[config.mk]
export PLATFORM = sky130hd
export DESIGN_NAME = ps2_transmitter
export DESIGN_NICKNAME = d
export VERILOG_FILES = /design/src/rtl/ps2_pkg.sv /design/src/rtl/ps2_line_filter.sv /design/src/rtl/ps2_transmitter.sv
export SDC_FILE = /design/constraint.sdc
export NUM_CORES = 1
export LEC_CHECK = 0
export CAP_MARGIN = 0
export CORE_ASPECT_RATIO = 1.25
export CORE_MARGIN = 1
export CORE_UTILIZATION = 60
export DETAILED_ROUTE_END_ITERATION = 10
export GPL_TIMING_DRIVEN = 0
export PLACE_DENSITY = 0.81
export SETUP_SLACK_MARGIN = 0.02
export SYNTH_ARGS = -nofsm -noshare
export SYNTH_HDL_FRONTEND = slang
export SYNTH_SLANG_ARGS = --single-unit
[constraint.sdc]
create_clock -name clk -period 6.33 [get_ports clk]
set_clock_uncertainty 0.05 [all_clocks]
set_input_delay 1.266 -clock clk [delete_from_list [all_inputs] [get_ports clk]]
set_output_delay 1.266 -clock clk [all_outputs]
set_load 0.05 [all_outputs]
[src/rtl/ps2_pkg.sv]
// Shared definitions for the PS/2 host transmitter and receiver.
package ps2_pkg;

  typedef enum logic [3:0] {
    ST_IDLE      = 4'd0,
    ST_INHIBIT   = 4'd1,
    ST_REQUEST   = 4'd2,
    ST_RELEASE   = 4'd3,
    ST_WAIT_LOW  = 4'd4,
    ST_WAIT_HIGH = 4'd5,
    ST_ACK_LOW   = 4'd6,
    ST_ACK_HIGH  = 4'd7,
    ST_DONE      = 4'd8,
    ST_FAIL      = 4'd9
  } ps2_state_t;

  // Clock debouncer: history depth and number of newest samples that must agree.
  localparam int DEB_LEN   = 8;
  localparam int DEB_MATCH = 5;

  // Start + 8 data + parity + stop on the wire; the host shifts all but the start bit.
  localparam int FRAME_WIRE_BITS = 11;
  localparam int FRAME_HOST_BITS = 10;

  function automatic int max3(input int a, input int b, input int c);
    int m;
    m = (a > b) ? a : b;
    return (m > c) ? m : c;
  endfunction

endpackage

[src/rtl/ps2_line_filter.sv]
// Synchronizes the raw PS/2 pads and classifies the clock line with a
// shift-register debouncer so short glitches never look like device edges.
module ps2_line_filter
  import ps2_pkg::*;
(
  input  logic clk,
  input  logic rst_n,
  input  logic clk_in,
  input  logic data_in,
  output logic clk_high,
  output logic clk_low,
  output logic data_sync
);

  logic               clk_s1_q, clk_s2_q;
  logic               data_s1_q, data_s2_q;
  logic [DEB_LEN-1:0] deb_q;
  logic               high_q;
  logic               all_one, all_zero;

  // Two-stage synchronizers; the idle bus is high so reset to 1.
  always_ff @(posedge clk or negedge rst_n) begin
    if (!rst_n) begin
      clk_s1_q  <= 1'b1;
      clk_s2_q  <= 1'b1;
      data_s1_q <= 1'b1;
      data_s2_q <= 1'b1;
    end else begin
      clk_s1_q  <= clk_in;
      clk_s2_q  <= clk_s1_q;
      data_s1_q <= data_in;
      data_s2_q <= data_s1_q;
    end
  end

  // Clock history shift register plus the held classification.
  always_ff @(posedge clk or negedge rst_n) begin
    if (!rst_n) begin
      deb_q  <= '1;
      high_q <= 1'b1;
    end else begin
      deb_q  <= (deb_q << 1) | {{(DEB_LEN-1){1'b0}}, clk_s2_q};
      high_q <= clk_high;
    end
  end

  // A new level is accepted only when the newest samples all agree.
  always_comb begin
    all_one  = &deb_q[DEB_MATCH-1:0];
    all_zero = ~|deb_q[DEB_MATCH-1:0];
    clk_high = all_one | (high_q & ~all_zero);
    clk_low  = ~clk_high;
  end

  assign data_sync = data_s2_q;

endmodule

[src/rtl/ps2_transmitter.sv]
// Host-to-device PS/2 transmitter: inhibit, request-to-send, shift the frame
// on device clock edges, then check the device acknowledge.
//
// state      | meaning
// -----------+------------------------------------------------------------
// IDLE       | lines released, waiting for start
// INHIBIT    | clock held low to abort any device transfer
// REQUEST    | clock and data held low (start bit)
// RELEASE    | clock released, data low, wait for the device to idle high
// WAIT_LOW   | wait for device clock low, then present next bit
// WAIT_HIGH  | wait for device clock high
// ACK_LOW    | data released, sample the acknowledge bit
// ACK_HIGH   | wait for clock and data to return high
// DONE       | one-cycle done pulse
// FAIL       | one-cycle error pulse (timeout or missing ack)
module ps2_transmitter
  import ps2_pkg::*;
#(
  parameter int INHIBIT_CYCLES = 1200,
  parameter int REQUEST_CYCLES = 16,
  parameter int TIMEOUT_CYCLES = 180000
) (
  input  logic       clk,
  input  logic       rst_n,
  input  logic [7:0] data,
  input  logic       start,
  output logic       busy,
  output logic       done,
  output logic       error,
  input  logic       ps2_clk_in,
  input  logic       ps2_data_in,
  output logic       ps2_clk_oe,
  output logic       ps2_data_oe
);

  localparam int CNT_W = $clog2(max3(INHIBIT_CYCLES, REQUEST_CYCLES, TIMEOUT_CYCLES) + 1);
  localparam logic [CNT_W-1:0] INH_LAST = CNT_W'(INHIBIT_CYCLES - 1);
  localparam logic [CNT_W-1:0] REQ_LAST = CNT_W'(REQUEST_CYCLES - 1);
  localparam logic [CNT_W-1:0] TMO_LAST = CNT_W'(TIMEOUT_CYCLES - 1);

  ps2_state_t                 state_q, state_d;
  logic [CNT_W-1:0]           cnt_q;
  logic [FRAME_HOST_BITS-1:0] frame_q, frame_d;
  logic [3:0]                 idx_q, idx_d;
  logic                       clk_oe_q, clk_oe_d;
  logic                       data_oe_q, data_oe_d;
  logic                       clk_high, clk_low, data_sync;
  logic                       timeout;

  ps2_line_filter u_filter (
    .clk       (clk),
    .rst_n     (rst_n),
    .clk_in    (ps2_clk_in),
    .data_in   (ps2_data_in),
    .clk_high  (clk_high),
    .clk_low   (clk_low),
    .data_sync (data_sync)
  );

  // State, frame, bit index and registered pad enables.
  always_ff @(posedge clk or negedge rst_n) begin
    if (!rst_n) begin
      state_q   <= ST_IDLE;
      frame_q   <= '0;
      idx_q     <= '0;
      clk_oe_q  <= 1'b0;
      data_oe_q <= 1'b0;
    end else begin
      state_q   <= state_d;
      frame_q   <= frame_d;
      idx_q     <= idx_d;
      clk_oe_q  <= clk_oe_d;
      data_oe_q <= data_oe_d;
    end
  end

  // Phase counter: restarts on every state change and saturates instead of wrapping.
  always_ff @(posedge clk or negedge rst_n) begin
    if (!rst_n) begin
      cnt_q <= '0;
    end else if (state_d != state_q) begin
      cnt_q <= '0;
    end else if (cnt_q != {CNT_W{1'b1}}) begin
      cnt_q <= cnt_q + 1'b1;
    end
  end

  assign timeout = (cnt_q == TMO_LAST);

  // Next-state logic; pad enables are computed for the state being entered.
  always_comb begin
    state_d   = state_q;
    frame_d   = frame_q;
    idx_d     = idx_q;
    clk_oe_d  = 1'b0;
    data_oe_d = data_oe_q;
    unique case (state_q)
      ST_IDLE: begin
        data_oe_d = 1'b0;
        if (start) begin
          frame_d  = {1'b1, ~^data, data};
          idx_d    = '0;
          clk_oe_d = 1'b1;
          state_d  = ST_INHIBIT;
        end
      end
      ST_INHIBIT: begin
        clk_oe_d  = 1'b1;
        data_oe_d = 1'b0;
        if (cnt_q == INH_LAST) begin
          data_oe_d = 1'b1;
          state_d   = ST_REQUEST;
        end
      end
      ST_REQUEST: begin
        clk_oe_d  = 1'b1;
        data_oe_d = 1'b1;
        if (cnt_q == REQ_LAST) begin
          clk_oe_d = 1'b0;
          state_d  = ST_RELEASE;
        end
      end
      ST_RELEASE: begin
        data_oe_d = 1'b1;
        if (clk_high) begin
          state_d = ST_WAIT_LOW;
        end else if (timeout) begin
          data_oe_d = 1'b0;
          state_d   = ST_FAIL;
        end
      end
      ST_WAIT_LOW: begin
        if (clk_low) begin
          if (idx_q < 4'(FRAME_HOST_BITS)) begin
            data_oe_d = ~frame_q[idx_q];
            idx_d     = idx_q + 4'd1;
            state_d   = ST_WAIT_HIGH;
          end else begin
            data_oe_d = 1'b0;
            state_d   = ST_ACK_LOW;
          end
        end else if (timeout) begin
          data_oe_d = 1'b0;
          state_d   = ST_FAIL;
        end
      end
      ST_WAIT_HIGH: begin
        if (clk_high) begin
          state_d = ST_WAIT_LOW;
        end else if (timeout) begin
          data_oe_d = 1'b0;
          state_d   = ST_FAIL;
        end
      end
      ST_ACK_LOW: begin
        data_oe_d = 1'b0;
        state_d   = data_sync ? ST_FAIL : ST_ACK_HIGH;
      end
      ST_ACK_HIGH: begin
        data_oe_d = 1'b0;
        if (clk_high && data_sync) begin
          state_d = ST_DONE;
        end else if (timeout) begin
          state_d = ST_FAIL;
        end
      end
      ST_DONE: begin
        data_oe_d = 1'b0;
        state_d   = ST_IDLE;
      end
      ST_FAIL: begin
        data_oe_d = 1'b0;
        state_d   = ST_IDLE;
      end
      default: begin
        data_oe_d = 1'b0;
        state_d   = ST_IDLE;
      end
    endcase
  end

  assign busy        = (state_q != ST_IDLE);
  assign done        = (state_q == ST_DONE);
  assign error       = (state_q == ST_FAIL);
  assign ps2_clk_oe  = clk_oe_q;
  assign ps2_data_oe = data_oe_q;

endmodule

# Word level (Yosys, flattened, before mapping)

Cells that the tools add are included.
Widths: inputs -> output; s select.

Bits in registers: 48
Input port bits: 13

Add/sub/neg operators: 2
$lt $le $gt $ge: 2
Equal/unequal tests: 18
Mux-type cells: 29
Bitwise gates (word level): 4
Reductions and logical operators: 11

Operator list:

| operator              | number |
|---|---|
| $mux 4                | 11 |
| $mux 18               | 2 |
| $pmux 4 s7            | 1 |
| $add 18x1->18 const B | 1 |
| $eq 18x11->1 const B  | 1 |
| $eq 18x18->1 const B  | 1 |
| $eq 18x4->1 const B   | 1 |
| $ne 18x18->1 const B  | 1 |
| $eq 4x3->1 const B    | 4 |
| $mux 1                | 10 |
| $eq 4x2->1 const B    | 2 |
| $eq 4x4->1 const B    | 2 |
| $ne 2x2->1 const B    | 4 |
| $pmux 4 s2            | 1 |
| $reduce_xnor 8->1     | 1 |
| $lt 4x5->1 const B    | 1 |
| $or 5x1->5            | 1 |
| $pmux 1 s5            | 1 |
| $reduce_and 5->1      | 1 |
| $reduce_or 5->1       | 1 |
| $add 4x1->4 const B   | 1 |
| $bmux 1 s4            | 1 |
| $eq 4x1->1 const B    | 1 |
| $logic_not 4->1       | 1 |
| other kinds (13)      | 14 |

# Logic depth before layout (Yosys ltp)

Gate-level depths: netlist (run 1).

Word-level depth: 8
Gate-level depth with buffers: 9
Mapped depth without buffers: 7

# Hierarchy

From an unflattened synthesis (run 1), not the netlist that was laid out.

Cells, all modules: 279
Area total of the unflattened synthesis: 2586.2 um^2

By module, submodules not included:

| module          | instances | cells an instance | area an instance (um^2) | sequential area each (um^2) |
|---|---|---|---|---|
| ps2_transmitter | 1         | 265               | 2284.7                  | 950.9 |
| ps2_line_filter | 1         | 14                | 301.5                   | 262.8 |

# Least setup slack after synthesis (run 1)

OpenSTA, ideal clock, no wires.

Path kind: register to output
From: register state_q[0]
To: output port done
Data arrival time: 1.359 ns
Required time: 5.014 ns
Setup slack: 3.655 ns
Stages on the path, launching flop included: 5
Buffers on the path: 2
Cell sequence: dfrtp_1 > buf_4 > clkbuf_1 > nor3_1 > and2_1

Cells in the longest elaborated chain, start to end: 1

Ends and longest elaborated chain:

| what                   | line                   | RTL |
|---|---|---|
| from (decl)            | ps2_transmitter.sv:41  | `ps2_state_t state_q, state_d;` |
| from (signal assigned) | ps2_transmitter.sv:69  | `state_q <= state_d;` |
| $eq 4x4->1             | ps2_transmitter.sv:183 | `assign done = (state_q == ST_DONE);` |
| to (decl)              | ps2_transmitter.sv:28  | `output logic done,` |

Every way passes these cells.

# Worst setup path in the final report (run 1)

Same ends and word-level chain as after synthesis.

==> results of run 1 <==
## logic make-up after synthesis
family | count (synthesis) | synth area share
compound gates | 46 | 0.1258
buf+inv | 18 | 0.03718
fa+ha+maj | 2 | 0.009531
xor+xnor | 21 | 0.07007
mux | 6 | 0.03289
flops | 48 | 0.4623
simple gates | 134 | 0.2622
## through the flow
step	hold slack, ps	cells
floorplan	295.2	275
detailed placement	297.2	349
finish	309.3	357
global route	313.5	357
global placement	295.3	348
CTS	310.2	357
## layout by cell type (no fill, tap or decap), types with 3 or more instances in the layout
master,instances
nand2_1,40
dfrtp_1,38
nor2_1,30
clkdlybuf4s50_1,16
nand3_1,14
o21ai_0,13
xnor2_1,12
dfstp_2,10
xor2_1,9
nor3_1,8
clkbuf_1,7
nand4_1,7
clkbuf_8,6
inv_1,5
and3_1,5
nor4_1,5
a21oi_1,5
a211oi_1,4
buf_6,3
nor2b_1,3
and2_1,3
a211o_1,3
mux2i_1,3
## layer usage
layer	vias up	routed length, microns	GRT usage
met4	0	144	0.1000
met1	1038	2275	0.3395
met3	13	195	0.05290
met5	-	0	0
met2	51	2831	0.4326
li1	1031	-	-
## where the power goes
group,switching (mW),total [mW],internal [mW]
combinational,0.0137,0.0280,0.0142
clock,0.102,0.231,0.129
sequential,0.00216,0.314,0.312
## state kept, by name, summed over array words and instances (netlist names)
name	count
u_filter.data_sync	1
frame_q	10
ps2_clk_oe	1
u_filter.clk_s2_q	1
state_q	4
ps2_data_oe	1
u_filter.deb_q	5
u_filter.clk_s1_q	1
u_filter.data_s1_q	1
u_filter.high_q	1
cnt_q	18
idx_q	4
## critical path: stages, from the launching register on
cell and delay, ps:
dfrtp_1 390, buf_4 170, clkbuf_1 220, nor3_1 280
and2_1 170, clkdlybuf4s50_1 800
## worst max path at each step
stage | from | slack (ps) | endpoint | cells past startpoint
after floorplan | state_q[0]$_DFF_PN0_ | 3650 | done | 4
after detailed placement | state_q[0]$_DFF_PN0_ | 3020 | done | 5
after global routing | state_q[0]$_DFF_PN0_ | 2570 | done | 5
after global placement | rst_n | 2680 | frame_q[7]$_DFFE_PN0P_ | 1
after CTS | state_q[0]$_DFF_PN0_ | 2670 | done | 5
final | state_q[0]$_DFF_PN0_ | 2680 | done | 5
## layout make-up
class,instances,area (sq um)
Clock buffer,6,82.58
Tap cell,56,70.07
Buffer,13,78.83
Fill cell,321,1130
Inverter,5,18.77
Multi-Input combinational cell,209,1314
Sequential cell,48,1214
Timing Repair Buffer,18,185.2
Clock inverter,2,38.79
==> results.cfg, run 1 <==
[route]
ant_nets = 0
dr.pass1.iters = 5
wl_per_cell_microns = 15.26
drt-initial-drc-count = 89
avgViaCountPerCell = 5.975
post-route-drc-count = 0
drt-total-wl_microns = 5447
num_vias = 2133

[clocking]
cts.sinks = 48
cts_root_buf = clkbuf_8
cts_resized = 0
cts_buffer_depth = 2
h-tree-depth = 2
hold_buffers = 0
clk_pin_slew_ps = 90
cts_tree = built
postCtsSetupRepairBufs = 0
cts_buffers = 5
clk-insertion-delay-late_ps = 310

[min_path]
min-delay-start = u_filter.clk_s2_q$_DFF_PN1_
min_path_cells = 0
min_to = u_filter.deb_q[0]$_DFF_PN1_
worstHoldPathType = flip-flop to flip-flop

[synthesis]
synth_most_common_cell = nand2_1
synthTopCellsByArea = dfrtp_1 (36%), dfstp_2 (10%), nand2_1 (5.7%)
synth_edf_count = 0
postSynthCellCount = 275
synth_warnings = 0
ys_async_sr_fraction = 1.000
yosys.area.top_type = dfrtp_1
ys.flop_type = dfrtp_1
synth.top_cell.area_share = 0.3622
syn-num-nets = 290
yosys-top-cells-count = nand2_1 (40), dfrtp_1 (38), nor2_1 (30), nand3_1 (14), o21ai_0 (13)
synth_seq_cells = 48
synth_cell_types = 56
avgSynthCellArea_sq_um = 9.546
synth.cell_area_sq_um = 2625
seq_area_frac_synth = 0.4623

[timing]
finalSetupViolations = 0
slew_headroom = 0.5223
rsz0062_at_grt = false
hold_violations = 0
finalSetupTns_ps = 0
min_period_ps = 3651
post-route-period-util = 0.5768
tightest_slew_ps = 711.1
fmax_ghz = 0.2739
slew_viol_final = 0
final.setup.worst_slack_ps = 2679

[layout]
drive_above_1_share = 0.1296
final_util = 0.7265
nNetsFinal = 315
design_area_sq_um = 3002
insertedDiodeCount = 0
area_growth_pct = 14.35

[power_and_ir_drop]
total_power_mw = 0.5736
p_leak_nw = 1.235
power.density_nw_per_um2 = 191.1
vdd_ir_drop_max_uv = 137.2

[placement]
pre_cts_slack_ps = 3019
place_area_sq_um = 2880
io_buffers = 17
routabilityCongestion = 0.9150
dp_hpwl_microns = 4084

[global_routing]
antenna_found_initial = 0
gr-total-overflow = 0
grt_max_degree = 27
grt_pass1_wl_microns = 9315
grt_pass1_vias = 2075
track_usage = 0.2656

[flow_run]
max-cap-violations = 0

[floorplan]
dieArea_sq_um = 4645
initial_core_util = 0.6354
ios = 18
die_h_microns = 75.95
fp-row-count = 26
core_area_sq_um = 4131
dieWidth_microns = 61.16

[setup_path]
arrival_ps = 2340
cp-start-kind = flip-flop
critical_path.reg2reg.startpoint = cnt_q[0]$_DFFE_PN0P_
cp-end-kind = output pin
ff2ff_setup_slack_ps = 3840
reg2reg_to = cnt_q[14]$_DFFE_PN0P_
crit_type = flip-flop to output pin
crit_fanout = 10
reg2regPathDepth = 9
required_ps = 5010

[status]
status = finished, final reports clean
No activity file was read; power rests on OpenSTA's default activity.
==> run 2, diff against run 1 <==
--- a/config.mk
+++ b/config.mk
@@ -8,10 +8,10 @@
 export CAP_MARGIN = 0
 export CORE_ASPECT_RATIO = 1.25
 export CORE_MARGIN = 1
-export CORE_UTILIZATION = 60
+export CORE_UTILIZATION = 58
 export DETAILED_ROUTE_END_ITERATION = 10
 export GPL_TIMING_DRIVEN = 0
-export PLACE_DENSITY = 0.81
+export PLACE_DENSITY = 0.79
 export SETUP_SLACK_MARGIN = 0.02
 export SYNTH_ARGS = -nofsm -noshare
 export SYNTH_HDL_FRONTEND = slang
==> constraint.sdc (replaced) <==
create_clock -name clk -period 3.6 [get_ports clk]
set_clock_uncertainty 0.05 [all_clocks]
set_input_delay 0.72 -clock clk [delete_from_list [all_inputs] [get_ports clk]]
set_output_delay 0.72 -clock clk [all_outputs]
set_load 0.05 [all_outputs]
==> results.cfg, run 2 (same netlist as run 1, synthesis figures left out) <==
[floorplan]
die_h_microns = 77.22
initial_core_util = 0.6024
core_area_sq_um = 4358
dieArea_sq_um = 4800
dieWidth_microns = 62.17
fp-row-count = 27
ios = 18

[placement]
routabilityCongestion = 0.8982
dp.cells = 351
dp_hpwl_microns = 3987
io_buffers = 17

[route]
drt-total-wl_microns = 5440
dr.pass1.iters = 4
drt-initial-drc-count = 136
wl_per_cell_microns = 15.15
post-route-drc-count = 0
num_vias = 2128
ant_nets = 0
avgViaCountPerCell = 5.928

[clocking]
cts_buffer_depth = 2
cts_tree = built
cts_resized = 0
clk_pin_slew_ps = 90
clk-insertion-delay-late_ps = 300
hold_buffers = 0
cts_root_buf = clkbuf_8
cts_buffers = 5
postCtsSetupRepairBufs = 0
h-tree-depth = 2
cts.sinks = 48

[setup_path]
startpoint = state_q[1]$_DFF_PN0_
crit_end = done
cp-end-kind = output pin
required_ps = 2830
arrival_ps = 2270
path_buf_inv = 3
reg2reg_to = cnt_q[11]$_DFFE_PN0P_
ff2ff_setup_slack_ps = 1090
cpMaxStageDelayCell = clkdlybuf4s50_1
cp_cell_sequence = buf_4 -> clkbuf_1 -> nor3_1 -> and2_1 -> clkdlybuf4s50_1
crit_fanout = 10
reg2regPathDepth = 9
critPathMaxStageDelay_ps = 790
cp.depth = 5
critPathTopFamily = buffers and inverters
critical_path.reg2reg.startpoint = cnt_q[0]$_DFFE_PN0P_
cp-start-kind = flip-flop
crit_type = flip-flop to output pin

[timing]
fmax_ghz = 0.3289
finalSetupTns_ps = 0
hold_violations = 0
post-route-period-util = 0.8445
finalSetupViolations = 0
min_period_ps = 3040
slew_viol_final = 0
rsz0062_at_grt = false
tightest_slew_ps = 738.0
slew_headroom = 0.5042

[power_and_ir_drop]
p_leak_nw = 1.231
power.density_nw_per_um2 = 330.9
vdd_ir_drop_max_uv = 223.0
total_power_mw = 0.9925

[min_path]
worstHoldPathType = primary input to async pin

[layout]
fillers = 352
largest_reg_flops = 18
stdcell_count = 359
insertedDiodeCount = 0
drive_above_1_share = 0.1296
reg_top3 = cnt_q (18), frame_q (10), u_filter.deb_q (5)
final_cell_mix = nand2_1 (40), dfrtp_1 (38), nor2_1 (30)
regMostFlops = cnt_q
final_common_cell = nand2_1
nNetsFinal = 315
area_growth_pct = 14.25

[global_routing]
grt_pass1_wl_microns = 9425
track_usage = 0.2476
antenna_found_initial = 0
grt_pass1_vias = 2086
gr-total-overflow = 0
grt_max_degree = 30

[status]
status = finished, final reports clean

[flow_run]
max-cap-violations = 0
-- run 2: changes by cell type in the layout (fill, tap and decap cells not counted) --
cell	delta
clkbuf_8	-1
clkinv_4	+1
-- run 2: per-stage QoR --
stage	worst slack (ps)	utilization	area (sq um)	hold WS (ps)
after floorplan	1471	-	2625	295.2
after global placement	472.1	0.6581	2868	295.6
after detailed placement	857.2	0.6615	2883	298.5
after CTS	553.9	0.6882	2999	312.4
after global routing	406.9	0.6882	2999	317.6
final	559.7	0.6882	2999	309.3
-- run 2: report_power, final --
part           total (mW)  internal (mW)  switching (mW)  leakage (nW)
logic              0.0490         0.0250          0.0239         0.572
clock network       0.390          0.209           0.181        0.0583
registers           0.553          0.549         0.00414         0.601
total               0.992          0.783           0.209          1.23
-- run 2: area by class of cell --
type                            instances  area, sq um  share of cell area
Multi-Input combinational cell        209         1314              0.4380
Sequential cell                        48         1214              0.4047
Clock inverter                          3        47.55             0.01585
Tap cell                               58        72.57             0.02420
Inverter                                5        18.77            0.006258
Clock buffer                            5        68.82             0.02295
Buffer                                 13        78.83             0.02628
Timing Repair Buffer                   18        185.2             0.06174
-- run 2: worst min path at each step --
stage | to | slack [ps]
3_5_place_dp | u_filter.clk_s2_q$_DFF_PN1_ | 300
6_report | state_q[3]$_DFF_PN0_ | 310
3_3_place_gp | u_filter.data_sync$_DFF_PN1_ | 300
5_1_grt | u_filter.data_sync$_DFF_PN1_ | 320
4_1_cts | u_filter.clk_s2_q$_DFF_PN1_ | 310
2_1_floorplan | u_filter.clk_s2_q$_DFF_PN1_ | 300
-- run 2: per-layer routing --
metal / GRT usage / up-vias / part of all wire
met1: 0.3094 / 1034 / 0.44
met4: 0.09767 / 0 / 0.016
met5: 0 / - / 0
li1: - / 1031 / -
met3: 0.04315 / 11 / 0.033
met2: 0.4242 / 52 / 0.51
